File: src/rtl/paddle_move_scheduler_if.sv
// ============================================================================
// Module : paddle_move_scheduler_if
// Key/frame inputs and paced paddle strobes of the paddle move scheduler.
// Rev    : 1.0  initial release
// ============================================================================
`default_nettype none

interface paddle_move_scheduler_if;
  logic       i_rx_dv;
  logic [7:0] i_rx_byte;
  logic       i_frame_tick;
  logic       o_p1_up;
  logic       o_p1_dn;
  logic       o_p2_up;
  logic       o_p2_dn;
  logic [1:0] o_state;
  logic       o_restart;

  modport master (
    output i_rx_dv, i_rx_byte, i_frame_tick,
    input  o_p1_up, o_p1_dn, o_p2_up, o_p2_dn, o_state, o_restart
  );

  modport slave (
    input  i_rx_dv, i_rx_byte, i_frame_tick,
    output o_p1_up, o_p1_dn, o_p2_up, o_p2_dn, o_state, o_restart
  );
endinterface

`default_nettype wire

File: src/rtl/paddle_move_scheduler.sv
// ============================================================================
// Module : paddle_move_scheduler
// Decodes UART key bytes into paddle directions, runs IDLE/RUN/PAUSE and
// emits at most one move strobe per player every MOVE_DIV frames.
// Optional: PADDLE_AUTO_RELEASE_EN adds per-player hold-timeout release.
// Rev    : 1.0  initial release
// ============================================================================
`default_nettype none

module paddle_move_scheduler #(
  parameter int unsigned P1_UP       = 119,
  parameter int unsigned P1_DOWN     = 115,
  parameter int unsigned P2_UP       = 105,
  parameter int unsigned P2_DOWN     = 107,
  parameter int unsigned KEY_PAUSE   = 32,
  parameter int unsigned KEY_RESTART = 114,
  parameter int unsigned MOVE_DIV    = 1,
  parameter int unsigned HOLD_FRAMES = 8
) (
  input  logic                    i_CLK,
  input  logic                    i_RST_N,
  paddle_move_scheduler_if.slave  bus
);

  localparam logic [1:0] ST_IDLE  = 2'd0;
  localparam logic [1:0] ST_RUN   = 2'd1;
  localparam logic [1:0] ST_PAUSE = 2'd2;

  localparam logic [1:0] DIR_NONE = 2'd0;
  localparam logic [1:0] DIR_UP   = 2'd1;
  localparam logic [1:0] DIR_DN   = 2'd2;

  localparam logic [7:0] DIV_LAST = 8'(MOVE_DIV - 1);

  if ((MOVE_DIV < 1) || (MOVE_DIV > 255) || (HOLD_FRAMES < 1) || (HOLD_FRAMES > 255)) begin : g_bad_params
    $error("paddle_move_scheduler: MOVE_DIV and HOLD_FRAMES must be in 1..255");
  end

  logic [1:0]       state_q, state_d;
  logic [1:0][1:0]  dir_q, dir_d;
  logic [7:0]       div_q, div_d;
  logic [1:0]       up_q, up_d;
  logic [1:0]       dn_q, dn_d;
  logic             restart_q, restart_d;
`ifdef PADDLE_AUTO_RELEASE_EN
  logic [1:0][7:0]  hold_q, hold_d;
`endif

  logic       is_restart, is_pause, in_run, tick_run, move_frame;
  logic [1:0] key_up, key_dn;

  always_comb begin
    is_restart = bus.i_rx_dv && (bus.i_rx_byte == 8'(KEY_RESTART));
    is_pause   = bus.i_rx_dv && (bus.i_rx_byte == 8'(KEY_PAUSE));
    in_run     = (state_q == ST_RUN);
    key_up[0]  = bus.i_rx_dv && (bus.i_rx_byte == 8'(P1_UP));
    key_dn[0]  = bus.i_rx_dv && (bus.i_rx_byte == 8'(P1_DOWN));
    key_up[1]  = bus.i_rx_dv && (bus.i_rx_byte == 8'(P2_UP));
    key_dn[1]  = bus.i_rx_dv && (bus.i_rx_byte == 8'(P2_DOWN));
    // Restart or pause on a tick cycle suppresses the tick entirely
    tick_run   = bus.i_frame_tick && in_run && !is_restart && !is_pause;
    move_frame = tick_run && (div_q == DIV_LAST);
  end

  always_comb begin
    state_d   = state_q;
    dir_d     = dir_q;
    div_d     = div_q;
    up_d      = '0;
    dn_d      = '0;
    restart_d = 1'b0;
`ifdef PADDLE_AUTO_RELEASE_EN
    hold_d    = hold_q;
`endif
    if (is_restart) begin
      state_d   = ST_IDLE;
      dir_d     = '0;
      div_d     = '0;
      restart_d = 1'b1;
`ifdef PADDLE_AUTO_RELEASE_EN
      hold_d    = '0;
`endif
    end else if (is_pause) begin
      case (state_q)
        ST_IDLE:  state_d = ST_RUN;
        ST_RUN: begin
          state_d = ST_PAUSE;
          dir_d   = '0;
`ifdef PADDLE_AUTO_RELEASE_EN
          hold_d  = '0;
`endif
        end
        ST_PAUSE: state_d = ST_RUN;
        default:  state_d = ST_IDLE;
      endcase
    end else begin
      if (state_q == ST_IDLE) begin
        div_d = '0;
      end
      if (tick_run) begin
        div_d = move_frame ? 8'd0 : div_q + 8'd1;
      end
      for (int p = 0; p < 2; p++) begin
        // Strobes come from the direction held before this cycle
        up_d[p] = move_frame && (dir_q[p] == DIR_UP);
        dn_d[p] = move_frame && (dir_q[p] == DIR_DN);
`ifdef PADDLE_AUTO_RELEASE_EN
        if (tick_run && (hold_q[p] != 8'd0)) begin
          hold_d[p] = hold_q[p] - 8'd1;
          if (hold_q[p] == 8'd1) begin
            dir_d[p] = DIR_NONE;
          end
        end
`endif
        if (in_run && key_up[p]) begin
          dir_d[p] = DIR_UP;
`ifdef PADDLE_AUTO_RELEASE_EN
          hold_d[p] = 8'(HOLD_FRAMES);
`endif
        end else if (in_run && key_dn[p]) begin
          dir_d[p] = DIR_DN;
`ifdef PADDLE_AUTO_RELEASE_EN
          hold_d[p] = 8'(HOLD_FRAMES);
`endif
        end
      end
    end
  end

  always_ff @(posedge i_CLK or negedge i_RST_N) begin
    if (!i_RST_N) begin
      state_q   <= ST_IDLE;
      dir_q     <= '0;
      div_q     <= '0;
      up_q      <= '0;
      dn_q      <= '0;
      restart_q <= 1'b0;
`ifdef PADDLE_AUTO_RELEASE_EN
      hold_q    <= '0;
`endif
    end else begin
      state_q   <= state_d;
      dir_q     <= dir_d;
      div_q     <= div_d;
      up_q      <= up_d;
      dn_q      <= dn_d;
      restart_q <= restart_d;
`ifdef PADDLE_AUTO_RELEASE_EN
      hold_q    <= hold_d;
`endif
    end
  end

  assign bus.o_p1_up   = up_q[0];
  assign bus.o_p1_dn   = dn_q[0];
  assign bus.o_p2_up   = up_q[1];
  assign bus.o_p2_dn   = dn_q[1];
  assign bus.o_state   = state_q;
  assign bus.o_restart = restart_q;

endmodule

`default_nettype wire

File: src/flat_wrapper.sv
// flat-port wrapper written by rule: the top's interface ports become plain ports
module paddle_move_scheduler_flat 
#(
  parameter int unsigned P1_UP       = 119,
  parameter int unsigned P1_DOWN     = 115,
  parameter int unsigned P2_UP       = 105,
  parameter int unsigned P2_DOWN     = 107,
  parameter int unsigned KEY_PAUSE   = 32,
  parameter int unsigned KEY_RESTART = 114,
  parameter int unsigned MOVE_DIV    = 1,
  parameter int unsigned HOLD_FRAMES = 8
)
  (i_CLK, i_RST_N, bus_i_rx_dv, bus_i_rx_byte, bus_i_frame_tick, bus_o_p1_up, bus_o_p1_dn, bus_o_p2_up, bus_o_p2_dn, bus_o_state, bus_o_restart);
  paddle_move_scheduler_if bus_i ();
  input  logic i_CLK;
  input  logic i_RST_N;
  input wire logic [$bits(bus_i.i_rx_dv)-1:0] bus_i_rx_dv;
  input wire logic [$bits(bus_i.i_rx_byte)-1:0] bus_i_rx_byte;
  input wire logic [$bits(bus_i.i_frame_tick)-1:0] bus_i_frame_tick;
  output wire logic [$bits(bus_i.o_p1_up)-1:0] bus_o_p1_up;
  output wire logic [$bits(bus_i.o_p1_dn)-1:0] bus_o_p1_dn;
  output wire logic [$bits(bus_i.o_p2_up)-1:0] bus_o_p2_up;
  output wire logic [$bits(bus_i.o_p2_dn)-1:0] bus_o_p2_dn;
  output wire logic [$bits(bus_i.o_state)-1:0] bus_o_state;
  output wire logic [$bits(bus_i.o_restart)-1:0] bus_o_restart;
  assign bus_i.i_rx_dv = bus_i_rx_dv;
  assign bus_i.i_rx_byte = bus_i_rx_byte;
  assign bus_i.i_frame_tick = bus_i_frame_tick;
  assign bus_o_p1_up = bus_i.o_p1_up;
  assign bus_o_p1_dn = bus_i.o_p1_dn;
  assign bus_o_p2_up = bus_i.o_p2_up;
  assign bus_o_p2_dn = bus_i.o_p2_dn;
  assign bus_o_state = bus_i.o_state;
  assign bus_o_restart = bus_i.o_restart;
  paddle_move_scheduler #(.P1_UP(P1_UP), .P1_DOWN(P1_DOWN), .P2_UP(P2_UP), .P2_DOWN(P2_DOWN), .KEY_PAUSE(KEY_PAUSE), .KEY_RESTART(KEY_RESTART), .MOVE_DIV(MOVE_DIV), .HOLD_FRAMES(HOLD_FRAMES)) u_core (.i_CLK(i_CLK), .i_RST_N(i_RST_N), .bus(bus_i));
endmodule
File: config.mk
export PLATFORM = sky130hd
export DESIGN_NAME = paddle_move_scheduler_flat
export DESIGN_NICKNAME = d
export VERILOG_FILES = /design/src/rtl/paddle_move_scheduler_if.sv /design/src/rtl/paddle_move_scheduler.sv /design/src/flat_wrapper.sv
export SDC_FILE = /design/constraint.sdc
export NUM_CORES = 1
export LEC_CHECK = 0
export ABC_AREA = 1
export CAP_MARGIN = 20
export CELL_PAD_IN_SITES_DETAIL_PLACEMENT = 1
export CELL_PAD_IN_SITES_GLOBAL_PLACEMENT = 2
export CORE_MARGIN = 2
export CORE_UTILIZATION = 31
export CTS_BUF_LIST = sky130_fd_sc_hd__clkbuf_4 sky130_fd_sc_hd__clkbuf_8 sky130_fd_sc_hd__clkbuf_16
export CTS_CLUSTER_DIAMETER = 30
export DETAILED_ROUTE_END_ITERATION = 10
export DONT_BUFFER_PORTS = 1
export PLACE_DENSITY = 0.8
export REMOVE_ABC_BUFFERS = 1
export SYNTH_ARGS = -nofsm -noshare
export SYNTH_HDL_FRONTEND = slang
export SYNTH_SLANG_ARGS = --single-unit
export TNS_END_PERCENT = 100
File: constraint.sdc
create_clock -name i_CLK -period 1.1 [get_ports i_CLK]
set_input_delay 0.22 -clock i_CLK [delete_from_list [all_inputs] [get_ports i_CLK]]
set_output_delay 0.22 -clock i_CLK [all_outputs]
set_load 0.005 [all_outputs]
==> out/results.ini, run 1 <==
[outcome]
outcome=complete, but fails checks
violations=negative setup slack

[clocking]
htree_levels=1
clockRootBuffer=clkbuf_8
cts.clk_slew.worst_paths_ns=0.08
clkLatencyLatePin_ns=0.26
cts_tree=yes
clock_path_buffers=2
cts_buffers=3
clkSinkCount=19

[place]
dpl_worst_slack_ns=-0.181
io_buffers=0
place.gp.congestion=0.864
dpl.hpwl_um=2580
place_area_um2=1450
dp.cells=243

[floorplan]
core-area_um2=3690
floorplan.initialDensity=0.327
die_h_um=66.4
die_area_um2=4410
fp-row-count=22
die_w_um=66.4
io_pins=19

[sta]
fin_crit_sh=1.12
worst_pin_slew_ns=0.853
max_freq_mhz=811
slew_headroom=0.432
setup-tns-final_ns=-1.33
finalClockSkew_ns=0.00479
hold_viol=0
finalMaxSlewViolations=0
post-route-min-period_ns=1.23
setup_violations=16
rsz0062_at_grt=true
fin_ws_ns=-0.133

[cells_and_area]
mostFrequentLayoutCells=nand2_1, buf_4, nor2_1
final-instance-count-excl-fill=253
area_delta_synth_final_pct=36.3
mostFrequentLayoutCell=nand2_1
fin_nets=220
drive_above_1_share=0.385
num_antenna_cells=0
final_area_um2=1640

[power_and_ir_drop]
p_leak_uw=0.000851
power.density_nw_per_um2=1360
vdd_drop_max_v=0.000681

[run]
drv_cap=0

[synth]
ys_seq_elements=19
netlist_area_um2=1210
yosysUniqueCellTypes=24
synth_area_per_cell_um2=7.05
synthCells=171
yosysSeqAreaShare=0.394
synth_warnings=0

[routing]
drtIter0Drc=46
vias_per_cell=4.74
drc=0
vias=1198
dr.pass1.iters=4
wirelength_um=3540
wire_per_inst_um=14.0
antenna_left=0

[global_routing]
grt_overflow=0
grtUsageTotal=0.177
grt_max_degree=20
grt_pass1_wl_um=5870
antenna_found_initial=0
grt_pass1_vias=1273

[worst_setup_path]
critPathRequiredTime_ns=1.30
worstSetupEndpointType=register
r2r_cells=6
crit_arrival_ns=1.44
start_kind=register
critical_path_class=reg -> reg
critPathMaxFanout=4

[worst_hold_path]
hp-class=in -> reg
hold_depth=2

-- report_power, final --
part / switching, uW / internal (uW)
clock: 255 / 256
sequential: 101 / 788
combinational: 439 / 392
total: 794 / 1440
-- through the flow --
step           power [uW]  hold slack (ns)  utilization
5_1_grt              2380            0.116        0.446
6_report             2230            0.116        0.446
2_1_floorplan        1230          -0.0756            -
4_1_cts              2150            0.114        0.420
3_3_place_gp         1510          -0.0749        0.392
3_5_place_dp         1540          -0.0749        0.392
-- per-layer routing --
| layer | GRT usage | vias up | share of wire | wire length (um) |
|---|---|---|---|---|
| met4 | 0.0510 | 0 | 0.015 | 53 |
| met3 | 0.0324 | 6 | 0.031 | 109 |
| met2 | 0.333 | 16 | 0.56 | 1990 |
| met1 | 0.200 | 572 | 0.39 | 1380 |
| li1 | - | 604 | - | - |
| met5 | 0 | - | 0 | 0 |
-- synth_stat cells, drive strengths merged --
library cell	count	share of area
nand2	53	0.19
buf	2	0.013
nand3	15	0.062
xor2	1	0.0073
inv	24	0.077
a21oi	4	0.026
a31o	1	0.0073
or2	1	0.0052
xnor2	1	0.0073
nand4	8	0.041
nor3	2	0.0083
nor2	35	0.13
ha	2	0.021
dfrtp	19	0.39
o21ai	3	0.012
-- final timing paths --
path / slack [ns] / endpoint / start
setup / recovery: -0.13 / u_core.dn_q[1] / u_core.div_q[0]
hold / removal: 0.12 / u_core.dir_q[3] / bus_i_rx_dv
setup reg to reg: -0.13 / u_core.dn_q[1] / u_core.div_q[0]
hold reg to reg: 0.49 / u_core.dir_q[2] / u_core.dir_q[2]
max in group asynchronous: 0.39 / u_core.bus.o_state[0] / i_RST_N
min in group asynchronous: 0.13 / u_core.bus.o_state[1] / i_RST_N
-- registers in the layout (all words and copies together) (netlist names) --
register / cells
u_core.div_q: 8
u_core.dir_q: 4
u_core.bus.o_state: 2
u_core.dn_q: 2
u_core.up_q: 2
u_core.bus.o_restart: 1
-- cell type report --
class | instances | area (um2)
multi-input combinational | 126 | 703
fill | 485 | 2040
timing repair buffer | 32 | 260
sequential | 19 | 479
clock buffer | 3 | 41.3
clock inverter | 1 | 7.51
tap | 48 | 60.1
inverter | 24 | 92.6
-- logic make-up after synthesis --
family	share of synthesized area
AOI/OAI and AO/OA	0.0456
xor gates and xnor gates	0.0145
adders and majority gates	0.0207
buffers and inverters	0.0903
DFF	0.394
and+or+nand+nor	0.435
-- timing repair --
action                                 in CTS  in global routing
hold buffers                                1                  0
setup buffers                               2                  4
cloned                                      0                  0
pin swaps                                   3                  8
setup endpoints to repair                  17                 36
gates resized for setup                    10                 24
endpoints found under the hold margin      19                  0
-- critical path: stages, from the launching register on --
cell and delay (ns):
dfrtp_1 0.43, inv_2 0.10, ha_1 0.15, nand4_1 0.19, inv_2 0.13, nand2_4 0.07
nor2_2 0.10
Note: power is estimated with default switching activity, not from simulation.
==> inputs of run 2 (changes only) <==
--- a/config.mk
+++ b/config.mk
@@ -9,7 +9,6 @@
 export CAP_MARGIN = 20
 export CELL_PAD_IN_SITES_DETAIL_PLACEMENT = 1
 export CELL_PAD_IN_SITES_GLOBAL_PLACEMENT = 2
-export CORE_MARGIN = 2
 export CORE_UTILIZATION = 31
 export CTS_BUF_LIST = sky130_fd_sc_hd__clkbuf_4 sky130_fd_sc_hd__clkbuf_8 sky130_fd_sc_hd__clkbuf_16
 export CTS_CLUSTER_DIAMETER = 30
==> run 2 against run 1 <==
  * The run still ends with negative setup slack left
  * Final cell count rose by 0.40%
  * Power grew 4.9%
  * Setup slack better by 0.0043 ns
  * Sequential share of layout area decreased by 0.84 points
  * Critical path depth did not move
  * Register-to-register slack about the same
  * Maximum frequency is 0.35% higher
  * Via count is 0.25% higher
  * Largest cell class unchanged
==> out/results.ini, run 2 (same netlist as run 1, synthesis figures left out) <==
[outcome]
outcome=complete, but fails checks
violations=negative setup slack

[power_and_ir_drop]
p_int_uw=1500
power_frac_clock=0.222
pwr-share-seq=0.376
power.density_nw_per_um2=1390
vdd_drop_max_v=0.000557
netSwitchingPower_uw=837
p_leak_uw=0.000874
p_sw_frac=0.358
combPwrFrac=0.402

[cells_and_area]
mostFrequentLayoutCell=nand2_1
reg_top3=u_core.div_q: 8 flops, u_core.dir_q: 4 flops
num_antenna_cells=0
drive_above_1_share=0.393
fin_nets=221
area_delta_synth_final_pct=39.6
largest_reg_flops=8
final_area_um2=1680
top_register=u_core.div_q
mostFrequentLayoutCells=nand2_1, buf_4, nor2_1

[sta]
whs_ns=0.124
setup-tns-final_ns=-1.60
slew_headroom=0.408
hold_viol=0
setup_violations=17
rsz0062_at_grt=true
post-route-min-period_ns=1.23
fin_ws_ns=-0.129
max_freq_mhz=814
finalMaxSlewViolations=0
fin_crit_sh=1.12
finalClockSkew_ns=0.00307
worst_pin_slew_ns=0.887

[worst_setup_path]
critical_path_class=reg -> reg
start_kind=register
critPathRequiredTime_ns=1.30
worst-path-buf-inv=2
cpMaxStageDelayCell=dfrtp_1
crit_top_cell=inv_2
critPathLaunch=u_core.div_q[0]
crit_arrival_ns=1.42
path_delay_family=flip-flops
crit_chain=inv_2 > ha_4 > nand4_1 > inv_2 > nand2_4 > nor2_1
r2r-start=u_core.div_q[0]
critPathMaxStageDelay_ns=0.41
critPathMaxFanout=4
worstSetupEndpointType=register

[clocking]
clkSinkCount=19
cts.clk_slew.worst_paths_ns=0.08
clkLatencyLatePin_ns=0.26
clockRootBuffer=clkbuf_8
cts_tree=yes
cts_buffers=3
clock_path_buffers=2
htree_levels=1

[place]
io_buffers=0
dpl_worst_slack_ns=-0.184
dpl.hpwl_um=2580
place.gp.congestion=0.825
place_area_um2=1450

[routing]
wire_per_inst_um=13.7
dr_wl_met3_um=61
vias_per_cell=4.73
drtIter0Drc=26
antenna_left=0
highest_layer=met4
vias=1201
wirelength_um=3490
drc=0
dr.pass1.iters=4
met1Wirelength_um=1470
wl_met2_um=1940

[run]
drv_cap=0

[global_routing]
grt_overflow=0
grtUsageTotal=0.189
grt_pass1_vias=1334
grt_pass1_wl_um=6030
grt_max_degree=20
antenna_found_initial=0

[worst_hold_path]
worstHoldStart=bus_i_rx_dv
hp-class=in -> reg

[floorplan]
fp-row-count=22
core-area_um2=3690
io_pins=19
die_w_um=64.4
die_area_um2=4140
floorplan.initialDensity=0.327
die_h_um=64.4

[run 2: cell count changes in the layout (fill, tap and decap cells not counted), sizes merged]
cell and change:
buf +1
[run 2: timing repair]
action                     4_1_cts  5_1_grt
cloned                           0        0
setup endpoints to repair       17       37
setup buffers                    5        2
resized for setup               16       20
hold endpoints to repair        19        0
hold buffers                     1        0
pin swaps                       15        8
[run 2: cell type report]
cell class | instances | area [um2]
multi-input cells | 126 | 733
well taps | 48 | 60.1
inverters | 24 | 92.6
fillers | 484 | 2000
clock inverters | 1 | 7.51
repair buffers | 33 | 273
clock buffers | 3 | 41.3
flip-flops and latches | 19 | 477
[run 2: stage by stage]
stage / cells / util / total power (uW)
finish: 254 / 0.457 / 2340
global route: 254 / 0.457 / 2500
CTS: 252 / 0.436 / 2180
detailed placement: 243 / 0.392 / 1550
global placement: 243 / 0.392 / 1510
floorplan: 169 / - / 1230
[run 2: per-layer routing]
layer / vias to the layer above / global-route usage
li1: 602 / -
met1: 589 / 0.213
met2: 8 / 0.363
met3: 2 / 0.0393
met4: 0 / 0.0333
met5: - / 0
[run 2: power groups by stage]
| stage | clock (uW) | sequential (uW) | combinational [uW] |
|---|---|---|---|
| after floorplan | 0 | 874 | 352 |
| after global placement | 0 | 874 | 637 |
| after detailed placement | 0 | 881 | 669 |
| after CTS | 531 | 870 | 781 |
| after global routing | 552 | 895 | 1050 |
| final | 518 | 880 | 941 |
[run 2: path summary, 6_finish.rpt]
kind                                        end  cells after the start  slack [ns]
worst min register to register  u_core.dir_q[0]                      2        0.49
worst max-delay path             u_core.up_q[1]                      6       -0.13
worst max register to register   u_core.up_q[1]                      6       -0.13
max in group asynchronous       u_core.div_q[1]                      1        0.35
min in group asynchronous       u_core.div_q[6]                      1        0.15
worst min-delay path            u_core.dir_q[3]                      2        0.12
==> inputs of run 3 (changes only) <==
--- a/config.mk
+++ b/config.mk
@@ -9,12 +9,14 @@
 export CAP_MARGIN = 20
 export CELL_PAD_IN_SITES_DETAIL_PLACEMENT = 1
 export CELL_PAD_IN_SITES_GLOBAL_PLACEMENT = 2
-export CORE_UTILIZATION = 31
+export CORE_ASPECT_RATIO = 1.25
+export CORE_UTILIZATION = 37
 export CTS_BUF_LIST = sky130_fd_sc_hd__clkbuf_4 sky130_fd_sc_hd__clkbuf_8 sky130_fd_sc_hd__clkbuf_16
 export CTS_CLUSTER_DIAMETER = 30
 export DETAILED_ROUTE_END_ITERATION = 10
 export DONT_BUFFER_PORTS = 1
-export PLACE_DENSITY = 0.8
+export MAX_ROUTING_LAYER = met4
+export PLACE_DENSITY = 0.88
 export REMOVE_ABC_BUFFERS = 1
 export SYNTH_ARGS = -nofsm -noshare
 export SYNTH_HDL_FRONTEND = slang
==> constraint.sdc (replaced) <==
create_clock -name i_CLK -period 1.6 [get_ports i_CLK]
set_input_delay 0.32 -clock i_CLK [delete_from_list [all_inputs] [get_ports i_CLK]]
set_output_delay 0.32 -clock i_CLK [all_outputs]
set_load 0.005 [all_outputs]
==> run 3 against run 2 <==
  * The flow now finishes without violations
  * Largest power group is now registers
  * First-iteration DRC count shrank 31%
  * Maximum frequency shrank 11%
  * Critical endpoint is now u_core.dn_q[0]
  * Clock skew is essentially flat
  * Critical path depth grew 1
  * Non-clock buffer count shrank 32
  * Routed wire length shrank 15%
  * Sequential share of layout area grew 9.1 points
  * Worst hold slack gained 0.044 ns
==> out/results.ini, run 3 (same netlist as run 1, synthesis figures left out) <==
[worst_setup_path]
start_kind=register
worstSetupEndpointType=register
cpMaxStageDelayCell=dfrtp_1
critical_path_class=reg -> reg
worst-path-buf-inv=1
critPathMaxFanout=7
critPathRequiredTime_ns=1.84
crit_chain=inv_1 > nand2_2 > nor2_1 > nand2_1 > nor2_4 > nand2_2 > nor2_1
crit_arrival_ns=1.62
path_delay_family=simple AND/OR/NAND/NOR gates
critPathMaxStageDelay_ns=0.42

[cells_and_area]
largest_reg_flops=8
top_register=u_core.div_q
num_antenna_cells=0
drive_above_1_share=0.132
final-instance-count-excl-fill=210
fin_nets=189
area_delta_synth_final_pct=5.50
mostFrequentLayoutCells=nand2_1, nor2_1, inv_1
mostFrequentLayoutCell=nand2_1
reg_top3=u_core.div_q: 8 flops, u_core.dir_q: 4 flops

[sta]
slew_headroom=0.422
worst_pin_slew_ns=0.864
finalMaxSlewViolations=0
post-route-min-period_ns=1.38
fin_ws_ns=0.219
fin_crit_sh=0.863
rsz0062_at_grt=false
setup-tns-final_ns=0
max_freq_mhz=724
setup_violations=0
hold_viol=0
finalClockSkew_ns=0.00296

[place]
dpl.hpwl_um=2380
dpl_worst_slack_ns=0.289
io_buffers=0
dp.cells=205
place.gp.congestion=0.810

[floorplan]
core-area_um2=3030
die_h_um=65.8
floorplan.initialDensity=0.398
die_area_um2=3490
die_w_um=53.1
fp-row-count=22
io_pins=19

[worst_hold_path]
hp-class=in -> reg

[global_routing]
grt_overflow=0
grtUsageTotal=0.205
grt_pass1_wl_um=4970
grt_pass1_vias=1088
grt_max_degree=20
antenna_found_initial=0

[clocking]
clock_path_buffers=2
cts.clk_slew.worst_paths_ns=0.11
cts_tree=yes
clockRootBuffer=clkbuf_4
htree_levels=1
clkSinkCount=19
clkLatencyLatePin_ns=0.31
cts_buffers=3

[power_and_ir_drop]
p_leak_uw=0.000674
vdd_drop_max_v=0.000353
power.density_nw_per_um2=927

[routing]
drc=0
wire_per_inst_um=14.1
vias_per_cell=5.08
dr.pass1.iters=4
wirelength_um=2970
antenna_left=0
drtIter0Drc=18
vias=1066

[run]
drv_cap=0

[outcome]
outcome=completed

-- run 3: final timing paths --
path	from	to	slack, ns	depth (start not counted)
setup / recovery	u_core.bus.o_state[1]	u_core.dn_q[0]	0.22	7
hold / removal	bus_i_rx_byte[2]	u_core.dir_q[0]	0.17	2
setup reg to reg	u_core.bus.o_state[1]	u_core.dn_q[0]	0.22	7
hold reg to reg	u_core.dir_q[2]	u_core.dir_q[2]	0.50	2
max in group asynchronous	i_RST_N	u_core.div_q[0]	0.51	1
min in group asynchronous	i_RST_N	u_core.div_q[6]	0.56	1
-- run 3: power by group --
group,internal [uW],switching [uW]
sequential,538,77.2
clock,93.4,159
combinational,108,204
total,739,440
-- run 3: worst reg2reg max path: stages (launching register included) --
cell     delay [ns]
dfrtp_1        0.42
inv_1          0.09
nand2_2        0.10
nor2_1         0.16
nand2_1        0.12
nor2_4         0.19
nand2_2        0.10
nor2_1         0.13
-- run 3: timing repair --
action,CTS,global route
resized for setup,0,0
hold buffers,1,0
endpoints found under the hold margin,19,0
buffers inserted,0,0
-- run 3: final cells by class --
type,count,area (um2)
Inverter,24,92.6
Clock buffer,3,22.5
Sequential cell,19,475
Multi-Input combinational cell,126,622
Clock inverter,1,5.00
Fill cell,406,1760
Timing Repair Buffer,1,10.0
Tap cell,36,45.0
-- run 3: layer usage --
metal | wire, um | vias up | GRT usage
met2 | 1660 | 16 | 0.383
met5 | 0 | - | -
li1 | - | 537 | -
met4 | 74 | 0 | 0.0987
met3 | 38 | 6 | 0.0161
met1 | 1190 | 507 | 0.208
-- run 3: through the flow --
step | instance area, um2 | hold slack (ns) | total power (uW) | utilization
finish | 1270 | 0.167 | 1180 | 0.420
global route | 1270 | 0.173 | 1260 | 0.420
CTS | 1270 | 0.170 | 1190 | 0.420
detailed placement | 1230 | 0.0248 | 923 | 0.408
global placement | 1230 | 0.0249 | 907 | 0.408
floorplan | 1190 | 0.0244 | 843 | -
